**src/rtl/bc_buffer_pkg.sv**
```systemverilog
// ---------------------------------------------------------------------------
// bc_buffer_pkg
// Shared widths and types for the bit-count (BC) FIFO between the control
// block and the obstacle-avoidance block.
//   BC_WIDTH  : width of one BC word
//   BC_DEPTH  : number of words the FIFO holds (power of two)
//   bc_word_t : one BC word
//   ptrWidth  : pointer width for a given depth (index bits plus a wrap bit)
// ---------------------------------------------------------------------------
package bc_buffer_pkg;

  localparam int BC_WIDTH = 16;
  localparam int BC_DEPTH = 16;

  typedef logic [BC_WIDTH-1:0] bc_word_t;

  // The extra top bit tells a full FIFO apart from an empty one when the
  // index bits of both pointers coincide.
  function automatic int ptrWidth(input int depth);
    return $clog2(depth) + 1;
  endfunction

endpackage

```
**src/rtl/bc_sync_fifo.sv**
```systemverilog
// ---------------------------------------------------------------------------
// bc_sync_fifo
// Single-clock FIFO storage with a registered read port.
// Ports:
//   clk        : system clock, rising edge
//   rst        : asynchronous active-high reset (pointers and read data)
//   wrEn_i     : push wrData_i this cycle
//   wrData_i   : word to push
//   rdEn_i     : pop the head word this cycle
//   rdData_o   : registered head word, updated only on a successful pop
//   wrDone_o   : the push requested this cycle is accepted
//   rdDone_o   : the pop requested this cycle is accepted
// ---------------------------------------------------------------------------
module bc_sync_fifo
  import bc_buffer_pkg::*;
#(
  parameter int WIDTH = BC_WIDTH,
  parameter int DEPTH = BC_DEPTH
) (
  input  logic             clk,
  input  logic             rst,
  input  logic             wrEn_i,
  input  logic [WIDTH-1:0] wrData_i,
  input  logic             rdEn_i,
  output logic [WIDTH-1:0] rdData_o,
  output logic             wrDone_o,
  output logic             rdDone_o
);

  localparam int AW = $clog2(DEPTH);
  localparam int PW = ptrWidth(DEPTH);

  logic [WIDTH-1:0] mem [DEPTH];

  logic [PW-1:0]    wrPtr_q, wrPtr_d;
  logic [PW-1:0]    rdPtr_q, rdPtr_d;
  logic [WIDTH-1:0] rdData_q, rdData_d;

  logic             empty;
  logic             full;
  logic             rdDo;
  logic             wrDo;

  // Equal pointers mean empty; equal indices with opposite wrap bits mean
  // the writer has lapped the reader exactly once, i.e. full.
  assign empty = (wrPtr_q == rdPtr_q);
  assign full  = (wrPtr_q[AW-1:0] == rdPtr_q[AW-1:0]) &&
                 (wrPtr_q[AW] != rdPtr_q[AW]);

  // A pop on a full FIFO frees the slot the simultaneous push lands in, so
  // the push is allowed. A push into an empty FIFO is not bypassed to the
  // read port, so a simultaneous pop there is simply refused.
  assign rdDo = rdEn_i && !empty;
  assign wrDo = wrEn_i && (!full || rdDo);

  // Pointer and read-data next state.
  always_comb begin
    wrPtr_d  = wrPtr_q;
    rdPtr_d  = rdPtr_q;
    rdData_d = rdData_q;
    if (wrDo) begin
      wrPtr_d = wrPtr_q + PW'(1);
    end
    if (rdDo) begin
      rdPtr_d  = rdPtr_q + PW'(1);
      rdData_d = mem[rdPtr_q[AW-1:0]];
    end
  end

  // Pointers and read data are cleared by reset, discarding stored words.
  always_ff @(posedge clk or posedge rst) begin
    if (rst) begin
      wrPtr_q  <= '0;
      rdPtr_q  <= '0;
      rdData_q <= '0;
    end else begin
      wrPtr_q  <= wrPtr_d;
      rdPtr_q  <= rdPtr_d;
      rdData_q <= rdData_d;
    end
  end

  // Storage array has no reset; only the pointers define which words are valid.
  always_ff @(posedge clk) begin
    if (wrDo) begin
      mem[wrPtr_q[AW-1:0]] <= wrData_i;
    end
  end

  assign rdData_o = rdData_q;
  assign wrDone_o = wrDo;
  assign rdDone_o = rdDo;

endmodule

```
**src/rtl/bc_fifo_buffer.sv**
```systemverilog
// ---------------------------------------------------------------------------
// bc_fifo_buffer
// BC word FIFO from the control block to the avoidance block, plus one-cycle
// handoff strobes to the serializer/deserializer paced by the serial clock.
// Ports:
//   clk        : system clock, rising edge
//   rst        : asynchronous active-high reset
//   sck        : serial-link clock, asynchronous to clk, sampled only
//   ctrl_rdy   : push bc_in this cycle
//   avoid_rdy  : pop the head word this cycle
//   from_avoid : link direction, 0 = serialize, 1 = deserialize
//   bc_in      : word to push
//   bc_out     : registered head word
//   start_ser  : one-cycle strobe, a popped word is ready for the serializer
//   start_des  : one-cycle strobe, a written word was taken from the deserializer
// ---------------------------------------------------------------------------
module bc_fifo_buffer
  import bc_buffer_pkg::*;
#(
  parameter int WIDTH = BC_WIDTH,
  parameter int DEPTH = BC_DEPTH
) (
  input  logic             clk,
  input  logic             rst,
  input  logic             sck,
  input  logic             ctrl_rdy,
  input  logic             avoid_rdy,
  input  logic             from_avoid,
  input  logic [WIDTH-1:0] bc_in,
  output logic [WIDTH-1:0] bc_out,
  output logic             start_ser,
  output logic             start_des
);

  logic wrDone;
  logic rdDone;

  logic sckMeta_q;
  logic sckSync_q;
  logic sckPrev_q;
  logic sckRise;

  logic serPending_q, serPending_d;
  logic desPending_q, desPending_d;
  logic startSer_q, startSer_d;
  logic startDes_q, startDes_d;

  bc_sync_fifo #(
    .WIDTH (WIDTH),
    .DEPTH (DEPTH)
  ) u_fifo (
    .clk      (clk),
    .rst      (rst),
    .wrEn_i   (ctrl_rdy),
    .wrData_i (bc_in),
    .rdEn_i   (avoid_rdy),
    .rdData_o (bc_out),
    .wrDone_o (wrDone),
    .rdDone_o (rdDone)
  );

  // Two flops bring sck into the clk domain; the third remembers the
  // previous synchronized level for rising-edge detection.
  always_ff @(posedge clk or posedge rst) begin
    if (rst) begin
      sckMeta_q <= 1'b0;
      sckSync_q <= 1'b0;
      sckPrev_q <= 1'b0;
    end else begin
      sckMeta_q <= sck;
      sckSync_q <= sckMeta_q;
      sckPrev_q <= sckSync_q;
    end
  end

  assign sckRise = sckSync_q && !sckPrev_q;

  // A pending flag only fires from its registered value, so an sck rise in
  // the same cycle as the event cannot release it; it waits for the next
  // rise. Events arriving while a flag is already pending fold into it.
  always_comb begin
    serPending_d = (serPending_q && !sckRise) || (rdDone && !from_avoid);
    desPending_d = (desPending_q && !sckRise) || (wrDone && from_avoid);
    startSer_d   = serPending_q && sckRise;
    startDes_d   = desPending_q && sckRise;
  end

  // Pending flags and registered strobes.
  always_ff @(posedge clk or posedge rst) begin
    if (rst) begin
      serPending_q <= 1'b0;
      desPending_q <= 1'b0;
      startSer_q   <= 1'b0;
      startDes_q   <= 1'b0;
    end else begin
      serPending_q <= serPending_d;
      desPending_q <= desPending_d;
      startSer_q   <= startSer_d;
      startDes_q   <= startDes_d;
    end
  end

  assign start_ser = startSer_q;
  assign start_des = startDes_q;

endmodule

```
**config.mk**
```make
export PLATFORM = sky130hd
export DESIGN_NAME = bc_fifo_buffer
export DESIGN_NICKNAME = d
export VERILOG_FILES = /design/src/rtl/bc_buffer_pkg.sv /design/src/rtl/bc_sync_fifo.sv /design/src/rtl/bc_fifo_buffer.sv
export SDC_FILE = /design/constraint.sdc
export NUM_CORES = 1
export LEC_CHECK = 0
export CORE_MARGIN = 3
export CORE_UTILIZATION = 55
export CTS_CLUSTER_SIZE = 30
export DETAILED_ROUTE_END_ITERATION = 6
export PLACE_DENSITY = 0.76
export SLEW_MARGIN = 30
export SYNTH_ARGS = -nofsm -noshare
export SYNTH_HDL_FRONTEND = slang
export SYNTH_SLANG_ARGS = --single-unit
```
**constraint.sdc**
```tcl
create_clock -name clk -period 3.44 [get_ports clk]
set_input_delay 0.86 -clock clk [delete_from_list [all_inputs] [get_ports clk]]
set_output_delay 0.86 -clock clk [all_outputs]
set_load 0.03 [all_outputs]
```
### Yosys cells after proc, flatten, opt, wreduce, memory -nomap -nowiden

Memory sizes are Yosys's and may differ from the RTL's. A register that Yosys moved wholly into a read port is not among the register bits.
Cells that the tools add are included.

| word-level totals | value |
|---|---|
| register bits | 17 |
| memory bits (writable) | 256 |
| input bits | 22 |
| output and inout port bits | 18 |
| logic and storage cells | 35 |
| memories kept | 1 |

Memory list:

| name | depth | width | rd ports | clocked after memory_dff | write ports | line | text |
|---|---|---|---|---|---|---|---|
| u_fifo.mem | 16 | 16 | 1 | 1 | 1 | bc_sync_fifo.sv:33 | `logic [WIDTH-1:0] mem [DEPTH];` |

| operators by class | value |
|---|---|
| add/sub/neg operators | 2 |
| eq/ne operators | 3 |
| multiplexer cells | 2 |
| reduce and logical (&&, ||, !) cells | 18 |

Operators with widths:

| operator | count |
|---|---|
| $add A5 B1 Y5 const B | 2 |
| $logic_and A1 B1 Y1 | 10 |
| $eq A5 B5 Y1 | 1 |
| $logic_not A1 Y1 | 5 |
| $eq A4 B4 Y1 | 1 |
| $logic_or A1 B1 Y1 | 3 |
| $mux W1 | 2 |
| $ne A1 B1 Y1 | 1 |

### Logic depth before layout (Yosys ltp)

| logic depth | value |
|---|---|
| depth after elaboration | 7 |
| depth in mapped cells | 8 |
| gate-level depth less buffers | 4 |

### By module

Synthesis repeated with hierarchy kept, for this count alone.

| unflattened totals | value |
|---|---|
| cells, all modules | 566 |
| area total of the unflattened synthesis | 11372.2 um^2 |

Modules (own cells, without submodules):

| module | instances | cells each | area each (um^2) | seq. area each (um^2) |
|---|---|---|---|---|
| bc_sync_fifo | 1 | 550 | 11143.2 | 8338.0 |
| bc_fifo_buffer | 1 | 16 | 229.0 | 175.2 |

### Worst setup path after synthesis

No wires, ideal clock.

| path | value |
|---|---|
| path kind | input -> register |
| start | in avoid_rdy |
| end | mem u_fifo.mem[3][0] in the netlist's numbering (enable) |
| setup time | 0.409 ns |
| arrival | 2.320 ns |
| required time | 3.031 ns |
| setup slack | 0.711 ns |
| stages on the path | 3 |
| buffers on the path | 0 |
| cell sequence | nand2b_1 -> o211ai_1 -> nor3_1 |

| on the way | value |
|---|---|
| cells in the longest elaborated chain, start to end | 5 |

Ends and longest elaborated chain:

| element | line | text |
|---|---|---|
| start, declared | bc_fifo_buffer.sv:27 | `input logic avoid_rdy,` |
| $logic_and A1 B1 Y1 | bc_sync_fifo.sv:53 | `assign rdDo = rdEn_i && !empty;` |
| $logic_or A1 B1 Y1 | bc_sync_fifo.sv:54 | `assign wrDo = wrEn_i && (!full \|\| rdDo);` |
| $logic_and A1 B1 Y1 | bc_sync_fifo.sv:54 |  |
| $mux W1 | bc_sync_fifo.sv:85 | `if (wrDo) begin` |
| $mux W1 (implied by the code) | bc_sync_fifo.sv:86 | `mem[wrPtr_q[AW-1:0]] <= wrData_i;` |
| end, declared | bc_sync_fifo.sv:33 |  |

No other way between the ends.

### Final worst setup path

| path | value |
|---|---|
| start | reg u_fifo.rdPtr_q[1] |
| end | mem u_fifo.mem[7][9] in the netlist's numbering (enable) |

| on the way | value |
|---|---|
| cells in the longest elaborated chain, start to end | 7 |
| elaborated cells between the ends (all ways) | 10 |
| classes of those cells | 2 x eq/ne; 2 x mux; 6 x reduce/logical |

Ends and longest elaborated chain:

| element | line | text |
|---|---|---|
| start, declared | bc_sync_fifo.sv:36 | `logic [PW-1:0] rdPtr_q, rdPtr_d;` |
| start signal, assigned | bc_sync_fifo.sv:78 | `rdPtr_q <= rdPtr_d;` |
| $eq A5 B5 Y1 / $eq A4 B4 Y1 (equally long branches) | bc_sync_fifo.sv:46, bc_sync_fifo.sv:47 |  |
| $logic_not A1 Y1 / $logic_and A1 B1 Y1 (equally long branches) | bc_sync_fifo.sv:53, bc_sync_fifo.sv:47 |  |
| $logic_and A1 B1 Y1 / $logic_not A1 Y1 (equally long branches) | bc_sync_fifo.sv:53, bc_sync_fifo.sv:54 |  |
| $logic_or A1 B1 Y1 (*) | bc_sync_fifo.sv:54 |  |
| $logic_and A1 B1 Y1 (*) | bc_sync_fifo.sv:54 |  |
| $mux W1 (*) | bc_sync_fifo.sv:85 |  |
| $mux W1 (implied by the code) (*) | bc_sync_fifo.sv:86 |  |

Mark *: on every way between the ends. The rest lies on a longest branch, timed or not.

==> impl_metrics.toml <==
[clock_network]
clkTransAtPathRegs_ns = 0.06
postCtsSetupBuffers = 0
clk_path_buf_depth = 3
h-tree-depth = 1
cts_made_buffers = 29
cts_root_buf = "clkbuf_16"
clock-sinks = 289
clk_latency_ns = 0.53
cts_tree = "done"
holdBufCountCts = 0
cts_resized = 0

[floorplan]
die-width_um = 149.5
rows = 51
core_area_sq_um = 19850
dieArea_sq_um = 22350
initial_utilization_pct = 57.06
die_y_um = 149.5
pin_count = 40

[sta]
finalHoldViolCount = 0
fin_setup_tns_ns = 0
layout_min_cycle_time_ns = 2.677
slew_headroom_pct = 37.66
tightest_slew_ns = 0.9309
setup_violations = 0
timing.final.crit_share_pct = 77.81
fmax_mhz = 373.6
drv_slew = 0
skew_ns = 0.01849
rsz0062_at_grt = "false"

[pwr]
ir_drop_mv = 0.5326
p_seq_share_pct = 41.3
cell_internal_pwr_mw = 7.660
power.share.clock_pct = 27.1
power_mw = 11.17
power_leakage_nw = 4.526
p_per_area_nw_per_um2 = 859.3
p_sw_share_pct = 31.42
power.net_switching_mw = 3.510
combPwrFrac_pct = 31.6

[routing]
post_drt_wl_per_cell_um = 26.77
vias_per_cell = 6.203
num_vias = 5663
drt_first_pass_iters = 5
drc = 0
ant_nets = 0
wirelength_um = 24440
drt-initial-drc-count = 728

[logic_synthesis]
synth_area_leader_cell = "edfxtp_1"
synth-async-reset-ratio_pct = 11.42
ys_ff_latch = 289
synth_top_area_share_pct = 67.88
yosys_most_used_dff = "edfxtp_1"
syn-cell-area_sq_um = 11320
syn_nets = 592
yosysWarnings = 0
ys_seq_area_share_pct = 75.17
synth_edf_count = 256
synth_cell_type_count = 30
yosys-top-cells-area = "edfxtp_1 (68%), dfrtp_1 (7.3%), mux2i_1 (5.7%), mux4_2 (5.4%), mux2_2 (3.2%)"
syn_area_per_cell_sq_um = 20.04
synth_cells = 565

[placement]
io_buffers = 39
gp_congestion = 0.8006
placed_area_sq_um = 12080
dp_hpwl_um = 14780

[global_route]
use_met2_pct = 35.84
grtUsageMet3_pct = 4.422
track_usage_pct = 22.57
grt-busiest-layer = "met2"
grt_pass1_wl_um = 36690
antenna_found_initial = 2
met1_usage_pct = 32.01
grt_max_degree = 100
grt_pass1_vias = 5887
overflow = 0

[critical_path]
critPathMaxStageDelay_ns = 0.81
worstPathArrival_ns = 2.82
r2r_end = "u_fifo.mem[7][9]"
worstReg2RegStart = "u_fifo.rdPtr_q[1]"
crit_chain = "xnor2_1, nand4_1, o211ai_1, nor2b_2"
cp-end-kind = "flop"
reg2reg_depth = 4
cp.buffers_inverters = 0
rrSetupSlack_ns = 0.76
crit_fanout = 18
required_ns = 3.58
cp_slowest_cell = "nor2b_2"
crit_type = "flop to flop"
cp-start-kind = "flop"
crit_family = "simple AND/OR/NAND/NOR gates"

[cells_and_area]
diodes = 0
drive_above_1_share_pct = 20.83
fin_area_sq_um = 13000
nets = 653
layout_common_cells = "edfxtp_1 (256), mux2i_1 (64), clkdlybuf4s50_1 (39), mux2_2 (32), dfrtp_1 (31)"
area_delta_synth_final_pct = 14.78
final_common_cell = "edfxtp_1"

[run]
drv_cap = 0

[outcome]
status = "complete, no violations"

[worst_hold_path]
whs_endpoint = "sckSync_q"
hp-start = "sckMeta_q"
whs_path_depth = 0
hold_path_class = "flop to flop"
cell families after synthesis:
logic type | synth area share (%)
flops | 75.17
mux | 15.63
compound gates | 4.243
buf+inv | 1.834
simple gates | 1.558
xor+xnor | 1.005
fa+ha+maj | 0.5524
layer usage:
metal / routed length, um / vias to the layer above
li1: - / 2433
met3: 2140 / 55
met2: 11790 / 272
met5: 29 / -
met4: 822 / 4
met1: 9659 / 2899
layout make-up:
type                            count  area [sq um]
Multi-Input combinational cell    236          2616
Inverter                            7         26.28
Tap cell                          265         331.6
Fill cell                        1288          6847
Clock buffer                       32         737.0
Sequential cell                   289          8518
Clock inverter                     21         186.4
Timing Repair Buffer               63         583.1
worst reg2reg max path, stage by stage, from the launching register on:
cell and delay (ns):
dfrtp_2 0.73, xnor2_1 0.17, nand4_1 0.27, o211ai_1 0.31
nor2b_2 0.81
synthesized netlist by cell type, drive strengths merged, types with 4 or more instances:
| cell | number |
|---|---|
| edfxtp | 256 |
| mux2i | 64 |
| mux2 | 34 |
| dfrtp | 33 |
| mux4 | 32 |
| buf | 22 |
| a22o | 18 |
| a221oi | 16 |
| a22oi | 16 |
| and3 | 14 |
| clkbuf | 11 |
| xnor2 | 11 |
| inv | 7 |
| nor2b | 6 |
| ha | 5 |
| nor2 | 4 |
| o211ai | 4 |
power by group through the flow:
stage / sequential (mW) / clock [mW] / combinational, mW
detailed placement: 4.68 / 0 / 3.49
global placement: 4.65 / 0 / 3.41
floorplan: 4.70 / 0 / 2.31
global route: 4.66 / 3.22 / 3.73
finish: 4.61 / 3.03 / 3.53
CTS: 4.62 / 3.07 / 3.54
flip-flops by register name (all words and copies together), names as in the netlist:
register,cells
u_fifo.mem,256
sckPrev_q,1
u_fifo.rdData_o,16
start_ser,1
serPending_q,1
u_fifo.rdPtr_q,5
u_fifo.wrPtr_q,5
sckMeta_q,1
start_des,1
desPending_q,1
sckSync_q,1
how the worst max path moves through the flow:
stage / startpoint / endpoint / slack [ns] / depth (start not counted)
finish: u_fifo.rdPtr_q[1] / u_fifo.mem[7][9] / 0.76 / 4
global placement: avoid_rdy / u_fifo.mem[11][6] / 0.48 / 4
CTS: u_fifo.rdPtr_q[1] / u_fifo.mem[7][15] / 0.76 / 4
detailed placement: avoid_rdy / u_fifo.mem[7][14] / 0.37 / 4
global route: u_fifo.rdPtr_q[1] / u_fifo.mem[11][7] / 0.56 / 4
floorplan: avoid_rdy / u_fifo.mem[3][0] / 0.71 / 3
per-stage QoR:
step                      std cells  hold slack [ns]  worst slack [ns]  utilization, %
after global placement          860           0.3388            0.4770           60.83
after CTS                       913           0.3567            0.7566           65.50
final                           913           0.3520            0.7633           65.50
after floorplan                 565           0.3312            0.7106               -
after global routing            913           0.3743            0.5634           65.50
after detailed placement        860           0.3492            0.3679           60.85
No activity file was read; power rests on OpenSTA's default activity.
